==> src/rtl/des_sbox_unit_if.sv <==
// Handshake bundle for des_sbox_unit: 48-bit block in, 32-bit substituted result out.
// The slave side is the S-box unit and the master side is its driver and consumer.
interface des_sbox_unit_if;
   logic        valid_i;
   logic        ready_o;
   logic [47:0] block_i;
   logic        valid_o;
   logic        ready_i;
   logic [31:0] block_o;
   logic        busy_o;

   modport slave  (input  valid_i, block_i, ready_i,
                   output ready_o, valid_o, block_o, busy_o);
   modport master (output valid_i, block_i, ready_i,
                   input  ready_o, valid_o, block_o, busy_o);
endinterface

==> src/rtl/des_sbox_unit.sv <==
// DES S-box layer. It evaluates BOXES_PER_CYCLE boxes per cycle, so the result is valid ITERS cycles after capture.
// It accepts a block only when IDLE and holds the result in DONE until ready_i is high.
module des_sbox_unit #(
   parameter int BOXES_PER_CYCLE = 8
) (
   input  logic           clk_i,
   input  logic           rst_i,
   des_sbox_unit_if.slave bus
);
   localparam int ITERS = 8 / BOXES_PER_CYCLE;
   localparam int CNT_W = (ITERS > 1) ? $clog2(ITERS) : 1;

   typedef enum logic [1:0] {IDLE = 2'd0, BUSY = 2'd1, DONE = 2'd2} state_t;

   // Each box table is laid out row-major: entry index = 16*row + col.
   localparam logic [3:0] SBOX [8][64] = '{
      '{14, 4,13, 1, 2,15,11, 8, 3,10, 6,12, 5, 9, 0, 7,
         0,15, 7, 4,14, 2,13, 1,10, 6,12,11, 9, 5, 3, 8,
         4, 1,14, 8,13, 6, 2,11,15,12, 9, 7, 3,10, 5, 0,
        15,12, 8, 2, 4, 9, 1, 7, 5,11, 3,14,10, 0, 6,13},
      '{15, 1, 8,14, 6,11, 3, 4, 9, 7, 2,13,12, 0, 5,10,
         3,13, 4, 7,15, 2, 8,14,12, 0, 1,10, 6, 9,11, 5,
         0,14, 7,11,10, 4,13, 1, 5, 8,12, 6, 9, 3, 2,15,
        13, 8,10, 1, 3,15, 4, 2,11, 6, 7,12, 0, 5,14, 9},
      '{10, 0, 9,14, 6, 3,15, 5, 1,13,12, 7,11, 4, 2, 8,
        13, 7, 0, 9, 3, 4, 6,10, 2, 8, 5,14,12,11,15, 1,
        13, 6, 4, 9, 8,15, 3, 0,11, 1, 2,12, 5,10,14, 7,
         1,10,13, 0, 6, 9, 8, 7, 4,15,14, 3,11, 5, 2,12},
      '{ 7,13,14, 3, 0, 6, 9,10, 1, 2, 8, 5,11,12, 4,15,
        13, 8,11, 5, 6,15, 0, 3, 4, 7, 2,12, 1,10,14, 9,
        10, 6, 9, 0,12,11, 7,13,15, 1, 3,14, 5, 2, 8, 4,
         3,15, 0, 6,10, 1,13, 8, 9, 4, 5,11,12, 7, 2,14},
      '{ 2,12, 4, 1, 7,10,11, 6, 8, 5, 3,15,13, 0,14, 9,
        14,11, 2,12, 4, 7,13, 1, 5, 0,15,10, 3, 9, 8, 6,
         4, 2, 1,11,10,13, 7, 8,15, 9,12, 5, 6, 3, 0,14,
        11, 8,12, 7, 1,14, 2,13, 6,15, 0, 9,10, 4, 5, 3},
      '{12, 1,10,15, 9, 2, 6, 8, 0,13, 3, 4,14, 7, 5,11,
        10,15, 4, 2, 7,12, 9, 5, 6, 1,13,14, 0,11, 3, 8,
         9,14,15, 5, 2, 8,12, 3, 7, 0, 4,10, 1,13,11, 6,
         4, 3, 2,12, 9, 5,15,10,11,14, 1, 7, 6, 0, 8,13},
      '{ 4,11, 2,14,15, 0, 8,13, 3,12, 9, 7, 5,10, 6, 1,
        13, 0,11, 7, 4, 9, 1,10,14, 3, 5,12, 2,15, 8, 6,
         1, 4,11,13,12, 3, 7,14,10,15, 6, 8, 0, 5, 9, 2,
         6,11,13, 8, 1, 4,10, 7, 9, 5, 0,15,14, 2, 3,12},
      '{13, 2, 8, 4, 6,15,11, 1,10, 9, 3,14, 5, 0,12, 7,
         1,15,13, 8,10, 3, 7, 4,12, 5, 6,11, 0,14, 9, 2,
         7,11, 4, 1, 9,12,14, 2, 0, 6,10,13,15, 3, 5, 8,
         2, 1,14, 7, 4,10, 8,13,15,12, 9, 0, 3, 5, 6,11}
   };

   state_t           r_state;
   state_t           w_next;
   logic [CNT_W-1:0] r_cnt;
   logic [47:0]      r_blk;
   logic [31:0]      r_res;
   logic [31:0]      w_res;
   logic [2:0]       w_k;
   logic [5:0]       w_c;
   logic             w_last;
   logic             w_take;

   assign w_last = (r_cnt == CNT_W'(ITERS - 1));
   assign w_take = (r_state == IDLE) && bus.valid_i;

   always_comb begin
      w_next = r_state;
      case (r_state)
         IDLE:    if (bus.valid_i) w_next = BUSY;
         BUSY:    if (w_last)      w_next = DONE;
         DONE:    if (bus.ready_i) w_next = IDLE;
         default:                  w_next = IDLE;
      endcase
   end

   // Only the nibbles of the boxes in the current slice are rewritten. The other nibbles keep their value.
   always_comb begin
      w_res = r_res;
      w_k   = 3'd0;
      w_c   = 6'd0;
      for (int j = 0; j < BOXES_PER_CYCLE; j++) begin
         w_k = 3'(int'(r_cnt) * BOXES_PER_CYCLE + j);
         w_c = r_blk[6 * (7 - int'(w_k)) +: 6];
         w_res[4 * (7 - int'(w_k)) +: 4] = SBOX[w_k][{w_c[5], w_c[0], w_c[4:1]}];
      end
   end

   always_ff @(posedge clk_i) begin
      if (rst_i) begin
         r_state <= IDLE;
         r_cnt   <= '0;
         r_blk   <= '0;
         r_res   <= '0;
      end else begin
         r_state <= w_next;
         if (w_take) begin
            r_blk <= bus.block_i;
            r_cnt <= '0;
         end
         if (r_state == BUSY) begin
            r_res <= w_res;
            r_cnt <= w_last ? '0 : r_cnt + 1'b1;
         end
      end
   end

   assign bus.ready_o = (r_state == IDLE);
   assign bus.valid_o = (r_state == DONE);
   assign bus.busy_o  = (r_state != IDLE);
   assign bus.block_o = r_res;
endmodule

==> src/flat_wrapper.sv <==
// flat-port wrapper written by rule: the top's interface ports become plain ports
module des_sbox_unit_flat 
#(
   parameter int BOXES_PER_CYCLE = 8
)
  (clk_i, rst_i, bus_valid_i, bus_block_i, bus_ready_i, bus_ready_o, bus_valid_o, bus_block_o, bus_busy_o);
  des_sbox_unit_if bus_i ();
  input  logic clk_i;
  input  logic rst_i;
  input wire logic [$bits(bus_i.valid_i)-1:0] bus_valid_i;
  input wire logic [$bits(bus_i.block_i)-1:0] bus_block_i;
  input wire logic [$bits(bus_i.ready_i)-1:0] bus_ready_i;
  output wire logic [$bits(bus_i.ready_o)-1:0] bus_ready_o;
  output wire logic [$bits(bus_i.valid_o)-1:0] bus_valid_o;
  output wire logic [$bits(bus_i.block_o)-1:0] bus_block_o;
  output wire logic [$bits(bus_i.busy_o)-1:0] bus_busy_o;
  assign bus_i.valid_i = bus_valid_i;
  assign bus_i.block_i = bus_block_i;
  assign bus_i.ready_i = bus_ready_i;
  assign bus_ready_o = bus_i.ready_o;
  assign bus_valid_o = bus_i.valid_o;
  assign bus_block_o = bus_i.block_o;
  assign bus_busy_o = bus_i.busy_o;
  des_sbox_unit #(.BOXES_PER_CYCLE(BOXES_PER_CYCLE)) u_core (.clk_i(clk_i), .rst_i(rst_i), .bus(bus_i));
endmodule
==> config.mk <==
export PLATFORM = sky130hd
export DESIGN_NAME = des_sbox_unit_flat
export DESIGN_NICKNAME = d
export VERILOG_FILES = /design/src/rtl/des_sbox_unit_if.sv /design/src/rtl/des_sbox_unit.sv /design/src/flat_wrapper.sv
export SDC_FILE = /design/constraint.sdc
export NUM_CORES = 1
export LEC_CHECK = 0
export CORE_MARGIN = 2
export CORE_UTILIZATION = 35
export CTS_BUF_LIST = sky130_fd_sc_hd__clkbuf_16
export CTS_CLUSTER_SIZE = 14
export DETAILED_ROUTE_END_ITERATION = 12
export PLACE_DENSITY = 0.58
export SYNTH_ARGS = -nofsm -noshare
export SYNTH_HDL_FRONTEND = slang
export SYNTH_SLANG_ARGS = --single-unit
==> constraint.sdc <==
create_clock -name clk_i -period 2.6 [get_ports clk_i]
set_clock_uncertainty 0.1 [all_clocks]
set_input_delay 0.52 -clock clk_i [delete_from_list [all_inputs] [get_ports clk_i]]
set_output_delay 0.52 -clock clk_i [all_outputs]
set_load 0.05 [all_outputs]
; ---- Yosys cells after proc, flatten, opt, wreduce, memory -nomap -nowiden
; Memory sizes are Yosys's and may differ from the RTL's.
; Cells that the tools add are included.
[totals]
ff_bits = 83
latch_bits = 0
ramBits = 0
romBits = 14592
in_bits = 52
out_inout_bits = 35
word_cells = 153
mem_count = 8
[mem_list]
columns = name, depth, width, rd, rd_clocked_by_memory_dff, write_ports, line
row1 = (name not given), 8, 256, 1, 0, 0, des_sbox_unit.sv:83  ; w_res[4 * (7 - int'(w_k)) +: 4] = SBOX[w_k][{w_c[5], w_c[0], w_c[4:1]}];
row2 = (name not given), 8, 256, 1, 0, 0, des_sbox_unit.sv:83
row3 = (name not given), 8, 256, 1, 0, 0, des_sbox_unit.sv:83
row4 = (name not given), 8, 256, 1, 0, 0, des_sbox_unit.sv:83
row5 = (name not given), 8, 256, 1, 0, 0, des_sbox_unit.sv:83
row6 = (name not given), 8, 256, 1, 0, 0, des_sbox_unit.sv:83
row7 = 2 more memories, --, --, --, --, --, --
[op_classes]
addsub = 22
mul = 7
n_div = 0
order_cmp = 15
eq_ne = 5
n_shift = 21
n_mux = 51
bitwise_logic = 15
n_reduce_logical = 5
[ops]
columns = operator, n
row1 = 2-to-1 mux 256 bit, 14
row2 = variable part select 48 x 32 -> 6 bit, 7
row3 = negator 32 -> 33 bit, 7
row4 = "variable shift 4 x 33 -> 32 bit, first input constant", 7
row5 = variable part select 4 x 33 -> 32 bit, 7
row6 = bitwise mux 32 bit, 7
row7 = "multiplier 3 x 32 -> 31 bit, first input constant", 7
row8 = binary-select mux 4 bit (select 6 bit), 7
row9 = 2-to-1 mux 4 bit, 16
row10 = ">= comparator 7 bit, second input constant", 8
row11 = inverter 6 -> 7 bit, 8
row12 = ">= comparator 4 bit, second input constant", 7
row13 = inverter 3 -> 4 bit, 7
row14 = "subtractor 3 x 3 -> 4 bit, first input constant", 7
row15 = "adder 1 x 2 -> 3 bit, both inputs constant", 3
row16 = "adder 1 x 3 -> 3 bit, both inputs constant", 2
row17 = 2-to-1 mux 2 bit, 3
row18 = "inequality test 2 bit, second input constant", 3
row19 = case mux 2 bit (3 select lines), 1
row20 = "adder 1 x 1 -> 2 bit, both inputs constant", 2
row21 = nonzero test 2 bit, 2
row22 = 2-to-1 mux 1 bit, 3
row23 = AND reduction 3 bit, 1
row24 = "== test 2 x 1 -> 1 bit, second input constant", 1
row25 = other kinds (4), 4

; ---- Longest topological paths before layout
[depth]
word_depth = 16
ltp_mapped = 9
depth_no_buf = 7

; ---- Worst setup path before layout
; OpenSTA, ideal clock, no wires.
[synth_timing]
path_type = reg-to-reg
start = register u_core.r_blk[7]
end = register u_core.r_res[4], in the netlist u_core.bus.block_o[4]
setup_ps = 62
t_arrival_ps = 2306
t_required_ps = 2438
slack_ps = 132
stages_incl_launch_ff = 10
n_path_buf = 2
synth_period_minus_slack_ps = 2468
path_cell_list = dfxtp_1 clkbuf_1 inv_1 ha_1 buf_4 and2b_1 a21oi_1 mux4_2 or4_1 nand3_1
[synth_via]
elab_chain_len = 13
elab_cells_between_ends = 49
classes_between = 14 x shift / 28 x mux / 7 x bitwise
[synth_rtl]
columns = item, line
row1 = from (decl), des_sbox_unit.sv:54  ; logic [47:0] r_blk;
row2 = from (signal assigned), des_sbox_unit.sv:96  ; r_blk <= bus.block_i;
row3 = variable part select 48 x 32 -> 6 bit, des_sbox_unit.sv:82  ; w_c = r_blk[6 * (7 - int'(w_k)) +: 6];
row4 = inverter 6 -> 7 bit (implied by the code), des_sbox_unit.sv:83
row5 = binary-select mux 4 bit (select 6 bit), des_sbox_unit.sv:83
row6 = 2-to-1 mux 4 bit (implied by the code) (2 in a row), des_sbox_unit.sv:83
row7 = variable part select 4 x 33 -> 32 bit, des_sbox_unit.sv:83
row8 = bitwise mux 32 bit (6 in a row), des_sbox_unit.sv:83
row9 = bitwise mux 32 bit (*), des_sbox_unit.sv:83
row10 = to (signal assigned), des_sbox_unit.sv:100  ; r_res <= w_res;
row11 = to (decl), des_sbox_unit.sv:55  ; logic [31:0] r_res;
; Every way passes the cells marked *; elsewhere a longest branch is shown, timed or not. The select of a mux whose other input is x is not followed.
; A chain may end at the register's enable or synchronous reset.

; ---- Worst setup path in the final report
[layout_timing]
start = register u_core.r_state[1]
end = output port bus_ready_o
[layout_via]
elab_chain_len = 1
[layout_rtl]
columns = item, line
row1 = from (decl), des_sbox_unit.sv:51  ; state_t r_state;
row2 = from (signal assigned), des_sbox_unit.sv:94  ; r_state <= w_next;
row3 = zero test 2 bit, des_sbox_unit.sv:106  ; assign bus.ready_o = (r_state == IDLE);
row4 = to (decl), flat_wrapper.sv:13  ; output wire logic [$bits(bus_i.ready_o)-1:0] bus_ready_o;
; No other way between the ends.

==> impl_metrics.csv <==
group,metric,value,unit
timing,final-hold-violation-count,0,
global_route,grt.total_usage,0.175,
min_path,whs_endpoint,"u_core.bus.block_o[15]",
floorplanning,core,0.0210,mm²
power_and_ir_drop,finalPower,4.30,mW
global_route,first_global_vias,6470,
worst_setup_path,worst_r2r_path_depth,7,
synth,synth.cell_area,0.00750,mm²
synth,ys_seq_area_frac,0.219,
timing,tns,0,ps
drt,vias,6985,
synth,synthArstFlopShare,0,
cts,cts_tree,"built",
drt,first_pass_iters,5,
layout,nets,1136,
floorplanning,die_width,150,µm
cts,clockBufferDepth,2,
outcome,outcome,"completed",
worst_setup_path,worst-path-max-fanout,4,
worst_setup_path,arrival,1790,ps
floorplanning,rows,53,
placement,io_buffers,86,
floorplanning,start_util,0.357,
global_route,antenna_found_initial,0,
placement,dp.final_hpwl,13800,µm
timing,setup_violations,0,
worst_setup_path,startpoint_type,"flip-flop",
layout,insertedDiodeCount,0,
drt,avgRoutedWirePerCell,15.0,µm
cts,numCtsBuffers,9,
synth,synth_edf_count,0,
cts,cts_sinks,82,
timing,fin_crit_sh,0.925,
timing,tightest_slew,786,ps
cts,worst_skew_pair.late_latency,350,ps
min_path,hp-class,"flip-flop to flip-flop",
timing,slew_viol_final,0,
drt,routed_wl,19500,µm
synth,synth_seq_cells,82,
worst_setup_path,r2r-start,"u_core.r_blk[8]",
synth,synth_nets,1095,
cts,ctsHoldBuffers,0,
worst_setup_path,crit_required,1980,ps
drt,drt_iter0_markers,321,
drt,routed_via_density,5.37,
layout,filler_cell_count,2156,
power_and_ir_drop,p_leak,3.31,nW
drt,ant_nets,0,
min_path,whs_path_depth,2,
cts,post_cts_resized,0,
synth,synth.distinct_cells,73,
global_route,globalRouteOverflowTotal,0,
floorplanning,dieArea,0.0226,mm²
power_and_ir_drop,ir_drop,0.286,mV
cts,post_cts_buffers,0,
floorplanning,io_pins,87,
synth,postSynthAreaPerCell,7.64,µm²
synth,syn_inst,981,
placement,place.gp.congestion,0.861,
global_route,grt_max_degree,54,
run,drv_cap,0,
worst_setup_path,reg2reg_setup_slack,220,ps
timing,rsz0062_at_grt,"no",
worst_setup_path,critPathCaptureType,"output port",
layout,area_delta_synth_final,18.9,%
floorplanning,die_h,150,µm
power_and_ir_drop,p_per_area,483,mW/mm²
synth,yosysWarnings,0,
drt,drc_errors,0,
timing,fin_crit,2410,ps
layout,drive_gt1_frac,0.0867,
timing,relSlewSlack,0.475,
timing,max_freq,416,MHz
global_route,grt_first_pass_wirelength,32400,µm
worst_setup_path,critPathKind,"flip-flop to output port",
synth,ys.flop_type,"dfxtp_1",
cts,path_clk_slew,50,ps
min_path,worstHoldStart,"u_core.bus.block_o[15]",
worst_setup_path,r2r-end,"u_core.bus.block_o[4]",
cts,root_buffer,"clkbuf_16",
cts,htreeDepth,3,
## final cells by class
class	instances	area [µm²]	share of cell area
clock buffers	9	225	0.0253
clock inverters	6	82.6	0.00926
inverters	48	180	0.0202
multi-input cells	753	5220	0.586
flip-flops and latches	82	1640	0.184
well taps	275	344	0.0386
repair buffers	128	1220	0.137
## synth_stat cells, types with 5 or more instances
cell type	instances	share of area
nand2_1	138	0.069
a21oi_1	103	0.069
dfxtp_1	82	0.22
nor2_1	63	0.032
ha_1	62	0.10
inv_1	48	0.024
o21ai_0	45	0.030
clkbuf_1	43	0.022
buf_2	33	0.022
mux2i_1	24	0.032
nand2b_1	24	0.020
xnor2_1	23	0.027
a211oi_1	21	0.021
mux4_2	20	0.060
nor2b_1	18	0.015
nor3_1	17	0.011
o211ai_1	15	0.015
a311oi_1	13	0.015
nand3b_1	13	0.013
buf_1	12	0.0060
xor2_1	11	0.013
nand3_1	10	0.0067
a2111oi_0	9	0.011
a21o_1	8	0.0080
a31oi_1	8	0.0067
nor3b_1	7	0.0070
a32oi_1	6	0.0070
and2_1	6	0.0050
buf_4	6	0.0060
o2111ai_1	6	0.0070
o21bai_1	6	0.0060
a211o_1	5	0.0058
o211a_1	5	0.0067
## layout by cell type (no fill, tap or decap), types with 5 or more instances in the layout
cell type	n
a2111oi_0	9
a211o_1	5
a211oi_1	21
a21o_1	8
a21oi_1	103
a311oi_1	13
a31oi_1	8
a32oi_1	6
and2_1	5
buf_4	38
clkbuf_16	9
clkdlybuf4s50_1	85
dfxtp_1	82
ha_1	62
inv_1	48
mux2i_1	24
mux4_2	20
nand2_1	137
nand2b_1	24
nand3_1	10
nand3b_1	13
nor2_1	63
nor2b_1	17
nor3_1	17
nor3b_1	7
o2111ai_1	6
o211a_1	5
o211ai_1	15
o21ai_0	45
o21bai_1	6
xnor2_1	23
xor2_1	11
## registers in the layout, indices dropped and copies added, names as in the netlist
name                count
u_core.bus.block_o     32
u_core.r_blk           48
u_core.r_state          2
## worst max-delay path: stages, from the launching register on
cell,delay (ps)
dfxtp_1,340
nor2_1,250
clkdlybuf4s50_1,860
## cell families after synthesis
family,synth area share
AND/OR/NAND/NOR,0.199
AO/OA/AOI/OAI,0.257
buffers and inverters,0.0861
flip-flops,0.219
adder cells (fa/ha/maj),0.103
multiplexers,0.0966
XOR/XNOR,0.0397
## report_power, final
part           switching [mW]  internal (mW)  total (mW)  leakage [nW]
clock network           0.522          0.830        1.35         0.153
logic                   0.790          0.653        1.44          2.48
registers               0.160           1.35        1.51         0.673
total                    1.47           2.83        4.30          3.31
## how the worst max path moves through the flow
stage / startpoint / end / depth (start not counted)
floorplan: u_core.r_blk[7] / u_core.bus.block_o[4] / 9
global placement: u_core.r_blk[8] / u_core.bus.block_o[4] / 7
detailed placement: u_core.r_blk[8] / u_core.bus.block_o[4] / 7
CTS: u_core.r_state[1] / bus_ready_o / 2
global route: u_core.r_blk[8] / u_core.bus.block_o[4] / 7
finish: u_core.r_state[1] / bus_ready_o / 2
## through the flow
step,hold WS [ps],worst slack [ps],cell area (µm²),util,instances
after global placement,366,289,8610,0.410,1286
final,370,194,8920,0.424,1301
after detailed placement,373,227,8610,0.410,1286
after floorplan,384,132,7500,-,981
after global routing,409,39.8,8920,0.424,1301
after CTS,380,173,8920,0.424,1301
## metal layers
layer / up-vias / GRT usage / share of wire
li1: 3561 / - / -
met5: - / 0 / 0
met4: 0 / 0.0486 / 0.012
met1: 3297 / 0.236 / 0.48
met2: 113 / 0.297 / 0.48
met3: 14 / 0.0185 / 0.027
Note: power is estimated with default switching activity, not from simulation.
